==> src/rtl/regfile_write_arbiter.sv <==
// Arbitrates the register-file write port between processor writeback (absolute priority)
// and N_SIDE side requesters, each holding a one-deep slot served round-robin with a starvation guard.
module regfile_write_arbiter #(
   parameter int N_SIDE       = 2,
   parameter int STARVE_LIMIT = 16
) (
   input  logic                  clock,
   input  logic                  ctrl_reset,
   input  logic                  wb_en,
   input  logic [4:0]            wb_reg,
   input  logic [31:0]           wb_data,
   input  logic [N_SIDE-1:0]     side_valid,
   input  logic [5*N_SIDE-1:0]   side_reg,
   input  logic [32*N_SIDE-1:0]  side_data,
   output logic [N_SIDE-1:0]     side_ready,
   output logic                  ctrl_writeEnable,
   output logic [4:0]            ctrl_writeReg,
   output logic [31:0]           data_writeReg,
   output logic                  cpu_stall,
   output logic [3:0]            grant_id
);

   localparam int PW = (N_SIDE > 1) ? $clog2(N_SIDE) : 1;

   logic [N_SIDE-1:0]        slot_full;
   logic [N_SIDE-1:0][4:0]   slot_reg;
   logic [N_SIDE-1:0][31:0]  slot_data;
   logic [N_SIDE-1:0]        starved;
   logic [N_SIDE-1:0]        gnt_vec;

   logic [PW-1:0] ptr_q, ptr_d;
   logic [PW-1:0] gnt_idx;
   logic          side_any;
   logic          side_win;

   logic          we_q;
   logic [4:0]    wreg_q;
   logic [31:0]   wdata_q;
   logic          stall_q;
   logic [3:0]    gid_q;

   for (genvar gi = 0; gi < N_SIDE; gi++) begin : g_slot
      logic        full_q;
      logic [4:0]  reg_q;
      logic [31:0] data_q;
      logic [7:0]  wait_q;

      always_ff @(posedge clock) begin
         if (ctrl_reset) begin
            full_q <= 1'b0;
            reg_q  <= '0;
            data_q <= '0;
            wait_q <= '0;
         end else begin
            // a slot being granted stays unavailable until the following cycle
            if (gnt_vec[gi]) begin
               full_q <= 1'b0;
            end else if (!full_q && side_valid[gi]) begin
               full_q <= 1'b1;
               reg_q  <= side_reg[5*gi +: 5];
               data_q <= side_data[32*gi +: 32];
            end
            if (!full_q || gnt_vec[gi]) begin
               wait_q <= '0;
            end else if (wait_q != 8'hFF) begin
               wait_q <= wait_q + 8'd1;
            end
         end
      end

      assign slot_full[gi]  = full_q;
      assign slot_reg[gi]   = reg_q;
      assign slot_data[gi]  = data_q;
      assign starved[gi]    = (wait_q >= 8'(STARVE_LIMIT));
      assign side_ready[gi] = ~full_q;
   end

   // Scan from the highest offset down so the nearest filled slot at/after ptr_q wins.
   always_comb begin
      int          j;
      logic [PW-1:0] jj;
      side_any = 1'b0;
      gnt_idx  = '0;
      j        = 0;
      jj       = '0;
      for (int k = N_SIDE - 1; k >= 0; k--) begin
         j = int'(ptr_q) + k;
         if (j >= N_SIDE) j = j - N_SIDE;
         jj = PW'(j);
         if (slot_full[jj]) begin
            side_any = 1'b1;
            gnt_idx  = jj;
         end
      end
   end

   always_comb begin
      side_win = side_any & ~wb_en;
      gnt_vec  = side_win ? (N_SIDE'(1) << gnt_idx) : '0;
      if (int'(gnt_idx) == N_SIDE - 1) ptr_d = '0;
      else                             ptr_d = gnt_idx + PW'(1);
   end

   always_ff @(posedge clock) begin
      if (ctrl_reset) begin
         we_q    <= 1'b0;
         wreg_q  <= '0;
         wdata_q <= '0;
         gid_q   <= '0;
         stall_q <= 1'b0;
         ptr_q   <= '0;
      end else begin
         stall_q <= |starved;
         if (wb_en) begin
            we_q    <= 1'b1;
            wreg_q  <= wb_reg;
            wdata_q <= wb_data;
            gid_q   <= 4'd0;
         end else if (side_win) begin
            // register 0 is never written from a side slot, but the grant still completes
            we_q    <= (slot_reg[gnt_idx] != 5'd0);
            wreg_q  <= slot_reg[gnt_idx];
            wdata_q <= slot_data[gnt_idx];
            gid_q   <= 4'(gnt_idx) + 4'd1;
            ptr_q   <= ptr_d;
         end else begin
            we_q <= 1'b0;
         end
      end
   end

   assign ctrl_writeEnable = we_q;
   assign ctrl_writeReg    = wreg_q;
   assign data_writeReg    = wdata_q;
   assign cpu_stall        = stall_q;
   assign grant_id         = gid_q;

endmodule

==> config.mk <==
export PLATFORM = sky130hd
export DESIGN_NAME = regfile_write_arbiter
export DESIGN_NICKNAME = d
export VERILOG_FILES = /design/src/rtl/regfile_write_arbiter.sv
export SDC_FILE = /design/constraint.sdc
export NUM_CORES = 1
export LEC_CHECK = 0
export ABC_AREA = 1
export ABC_CLOCK_PERIOD_IN_PS = 1700
export CAP_MARGIN = 20
export CORE_MARGIN = 2
export CORE_UTILIZATION = 44
export CTS_CLUSTER_DIAMETER = 80
export DETAILED_ROUTE_END_ITERATION = 8
export PLACE_DENSITY = 0.8
export SYNTH_ARGS = -nofsm -noshare
export SYNTH_HDL_FRONTEND = slang
export SYNTH_SLANG_ARGS = --single-unit
==> constraint.sdc <==
create_clock -name clock -period 1.7 [get_ports clock]
set_input_delay 0.17 -clock clock [delete_from_list [all_inputs] [get_ports clock]]
set_output_delay 0.17 -clock clock [all_outputs]
set_load 0.02 [all_outputs]
Yosys cells after proc, flatten, opt, wreduce, memory -nomap -nowiden. Cells that the tools add are included.

Flip-flop bits (word level): 136. Bits of input ports: 116. Output and inout port bits: 45. Word-level logic and storage cells: 76.

$add $sub $neg: 7. Order comparisons: 7. Equality and inequality tests: 2. Shifts and indexed selects: 1. Muxes and demuxes: 22. Bitwise logic cells: 6. Reductions and logical operators: 17.

Operators by type and width (count): two-way mux 32 bit (4); two-way mux 5 bit (4); adder 8 x 1 -> 8 bit (second input constant) (2); greater-or-equal comparator 8 x 5 -> 1 bit (second input constant) (2); inequality test 8 bit (second input constant) (2); two-way mux 1 bit (13); OR reduction 2 bit (6); < comparator 1 x 2 -> 1 bit (second input constant) (3); AND reduction 2 bit (3); inverter 1 bit (5); nonzero test 5 bit (1); adder 1 x 1 -> 2 bit (second input constant) (2); greater-or-equal comparator 1 x 2 -> 1 bit (second input constant) (1); greater-or-equal comparator 2 bit (second input constant) (1); logical AND 1 bit (2); logical NOT 1 bit (2); logical OR 1 bit (2); two-way mux 2 bit (1); nonzero test 2 bit (1); << shifter 1 x 1 -> 2 bit (first input constant) (1); subtractor 1 bit (second input constant) (2); adder 1 bit (second input constant) (1); bitwise AND 1 bit (1).

Depth between registers and ports, before layout. Gate-level depths: netlist (run 1).

Depth after elaboration: 12. Mapped depth: 10. Depth with buffers taken out: 9.

Least setup slack after synthesis (run 1). OpenSTA, ideal clock, no wires.

Path type: flip-flop to flip-flop. Start: reg g_slot[1].full_q. End: reg wdata_q[1], in the netlist data_writeReg[1]. Setup time: 0.071 ns. Arrival: 1.247 ns. Data required time: 1.629 ns. Setup slack: 0.382 ns. Stages on the path, launching flop included: 8. Buffers on the path: 2. Period minus slack after synthesis: 1.318 ns. Cells stage by stage: dfxtp_1 -> inv_2 -> nand3_2 -> nor2_2 -> buf_4 -> buf_4 -> nand2_1 -> a21oi_1.

Word-level cells in the longest chain between the ends: 8. Elaborated cells between the ends (all ways): 14. Classes of those cells: mux (12); bitwise (1); reduce/logical (1).

Ends and longest elaborated chain: start: declaration (RTL line 43) `logic full_q;`; start signal: assignment (RTL line 50) `full_q <= 1'b0;`; start signal: assignment (RTL line 57) `full_q <= 1'b0;`; start signal: assignment (RTL line 59) `full_q <= 1'b1;`; two-way mux 1 bit (implied by the code) (2 in a row) (RTL line 90) `if (slot_full[jj]) begin`; two-way mux 1 bit (2 in a row) (RTL line 90); two-way mux 32 bit (implied by the code) (2 in a row) (RTL line 123) `wdata_q <= slot_data[gnt_idx];`; two-way mux 32 bit (RTL line 119) `end else if (side_win) begin`; two-way mux 32 bit (RTL line 114) `if (wb_en) begin`; end signal: assignment (RTL line 117) `wdata_q <= wb_data;`; end signal: assignment (RTL line 123); end: declaration (RTL line 38) `logic [31:0] wdata_q;`.

Parallel ways exist; a longest one is shown, timed or not. The select of a mux whose other input is x is not followed. A chain may end at the register's enable or synchronous reset.

Worst setup path in the final report (run 1).
Start: reg g_slot[0].full_q. End: out side_ready[0].

Word-level cells in the longest chain between the ends: 1.

Ends and longest elaborated chain: start: declaration (RTL line 43); start signal: assignment (RTL line 50); start signal: assignment (RTL line 57); start signal: assignment (RTL line 59); inverter 1 bit (RTL line 75) `assign side_ready[gi] = ~full_q;`; end: declaration (RTL line 15) `output logic [N_SIDE-1:0] side_ready,`.

No other way between the ends.

==> flow_summary_export.csv, run 1 <==
group,metric,value,unit
finish,layout-drive-gt1-share,0.0757,
worst_hold_path,holdPathStages,3,
pwr,seqPwrFrac,0.402,
pwr,ir_drop,0.000668,V
synth,synthTopCellsByArea,"dfxtp_1, nor2_1, nand2_1, o21ai_0, nand3_1",
drt,vias_per_cell,5.01,
place,hpwl,11.6,mm
floorplanning,initial_core_util,0.452,
synth,synth-seq-cells,134,
worst_setup_path,cp_max_fo,5,
synth,synth_edf_count,0,
clock_tree,cts_num_sinks,134,
worst_setup_path,crit_arrival,1500,ps
clock_tree,insertion_delay,410,ps
clock_tree,cts-buffers-inserted,17,
synth,synth.cell_area,5700,µm²
finish,nets,1085,
floorplanning,die_w,118,µm
worst_hold_path,hold_class,"input pin to register",
worst_setup_path,path_class,"register to output pin",
pwr,power_frac_comb,0.168,
worst_setup_path,worst_r2r_path_depth,8,
timing,period_needed,1670,ps
synth,synthCells,816,
synth,ys.flop_type,"dfxtp_1",
worst_setup_path,end_kind,"output pin",
floorplanning,die_area,13900,µm²
clock_tree,clockBufferDepth,2,
drt,routedWlPerCell,14.6,µm
pwr,power_switching,2270,µW
synth,yosys_warnings,0,
place,placed_area,7490,µm²
place,place.port_buffers,158,
timing,setup-violations-final,0,
pwr,cellLeakagePower,0.00344,µW
global_route,grt_max_degree,77,
clock_tree,ctsHtreeMaxLevel,4,
place,gp_congestion,0.910,
finish,fin_area,8100,µm²
synth,synth_top_cell_by_area,"dfxtp_1",
drt,routed-via-count,5761,
pwr,intPower,6430,µW
floorplanning,die_h,118,µm
synth,yosysUniqueCellTypes,28,
clock_tree,cts_tree,"yes",
clock_tree,clkSlewWorstSetupHoldPaths,60,ps
floorplanning,core-area,12600,µm²
timing,setup_tns,0,ps
drt,final_antenna_net_count,0,
global_route,grt_pass1_wl,26.8,mm
synth,ys_top_cells_by_count,"nor2_1, nand2_1, dfxtp_1, o21ai_0, nand3_1",
timing,slew_viol_final,0,
synth,ys_seq_area_frac,0.471,
timing,finalHoldViolations,0,
synth,synth.avg_cell_area,6.98,µm²
drt,drtPass1Iterations,5,
finish,areaGrowthSynthToFinish,42.2,%
flow_run,cap_violations,0,
clock_tree,root_buffer,"clkbuf_16",
global_route,grt_antenna_before_repair,2,
global_route,grt_pass1_vias,5349,
pwr,powerDensity,1070,nW/µm²
timing,finClkSkew,7.54,ps
drt,drc,0,
run_status,status,"completed",
floorplanning,ios,161,
synth,synth.top_cell.area_share,0.471,
global_route,gr-usage-all-layers,0.238,
timing,max_clock_freq,600,MHz
synth,yosysMostFrequentCell,"nor2_1",
pwr,clkPwrFrac,0.430,
timing,period_share,0.980,
pwr,power_switching_share,0.261,
global_route,grt_overflow,0,
clock_tree,cts_hold_buf,0,
worst_setup_path,worstPathRequired,1530,ps
synth,async_flop_share,0,
drt,drt_wl_total,16.8,mm
worst_setup_path,cp-start-kind,"register",
drt,first_iter_violations,562,
timing,rsz0062_at_grt,"no",
floorplanning,rows,41,
[power groups by stage]
stage	logic, µW	registers, µW	clock network [µW]
floorplan	675	3630	0
global placement	1430	3550	0
detailed placement	1440	3560	0
CTS	1450	3500	3760
global route	1600	3520	3890
finish	1460	3500	3740
[flip-flops by register name, summed over array words and instances, names as in the netlist]
| register | cells |
|---|---|
| ptr_q | 1 |
| ctrl_writeReg | 5 |
| g_slot.wait_q | 16 |
| g_slot.full_q | 2 |
| g_slot.data_q | 64 |
| ctrl_writeEnable | 1 |
| grant_id | 2 |
| data_writeReg | 32 |
| cpu_stall | 1 |
| g_slot.reg_q | 10 |
[kinds of logic after synthesis]
logic type | synth area share
flops | 0.471
xor+xnor | 0.00768
simple gates | 0.305
other cells | 0.000658
fa+ha+maj | 0.00878
compound gates | 0.136
buf+inv | 0.0713
[per-stage QoR]
stage | setup WS (ps) | utilization | power (µW) | cells | hold slack [ps]
2_1_floorplan | 382 | - | 4310 | 817 | 305
3_3_place_gp | 75.7 | 0.593 | 4980 | 1118 | 439
3_5_place_dp | 79.9 | 0.593 | 5000 | 1118 | 446
4_1_cts | 30.8 | 0.641 | 8710 | 1149 | 335
5_1_grt | 3.65 | 0.642 | 9010 | 1151 | 348
6_report | 33.8 | 0.642 | 8700 | 1151 | 339
[area by class of cell]
cell class | count | area, µm²
well taps | 172 | 215
flip-flops and latches | 134 | 2680
repair buffers | 180 | 1810
fillers | 1091 | 4520
diodes | 2 | 5.00
inverters | 44 | 168
multi-input cells | 588 | 2620
clock buffers | 19 | 453
clock inverters | 12 | 154
[cell usage in the layout (no fill, tap or decap), drive strengths merged]
master and count:
a21boi 5, nand4 3, buf 22, a21oi 46, nand3 63, conb 2, clkdlybuf4s50 158, inv 43
nor3 3, bufinv 3, clkinvlp 3, clkbuf 19, nor4 2, or2 13, nor2 197, ha 4
dfxtp 134, nand2 143, xor2 4, xnor2 1, clkinv 7, diode 2, nor3b 1, o21ai 101
[worst paths after layout]
| kind | startpoint | end | slack (ps) |
|---|---|---|---|
| setup / recovery | g_slot[0].full_q | side_ready[0] | 30 |
| hold / removal | side_data[48] | g_slot[1].data_q[16] | 340 |
| setup reg to reg | g_slot[0].full_q | data_writeReg[29] | 190 |
| hold reg to reg | g_slot[0].data_q[4] | g_slot[0].data_q[4] | 450 |
[per-layer routing]
metal / vias up / GRT usage / routed length (µm)
met5: - / 0 / 0
met1: 2612 / 0.327 / 7600
met3: 27 / 0.0383 / 990
met4: 0 / 0.0941 / 401
li1: 2901 / - / -
met2: 221 / 0.375 / 7780
[critical path: stages, from the launching register on]
cell and delay (ps):
dfxtp_1 350, inv_1 100, clkdlybuf4s50_1 640
[repair_timing]
action,in CTS,in global routing
resized for setup,0,2
setup buffers,0,0
endpoints found under the setup margin,0,2
(Power assumes the default switching activity.)
==> inputs of run 2 (changes only) <==
CAP_MARGIN = 5   (was 20)
==> results of run 2 <==
Final layout, timing and power as in run 1 (identical DEF).
==> inputs of run 3 (changes only) <==
GPL_ROUTABILITY_DRIVEN = 0   (was unset)
==> results of run 3 <==
Final layout, timing and power as in run 1 (identical DEF).
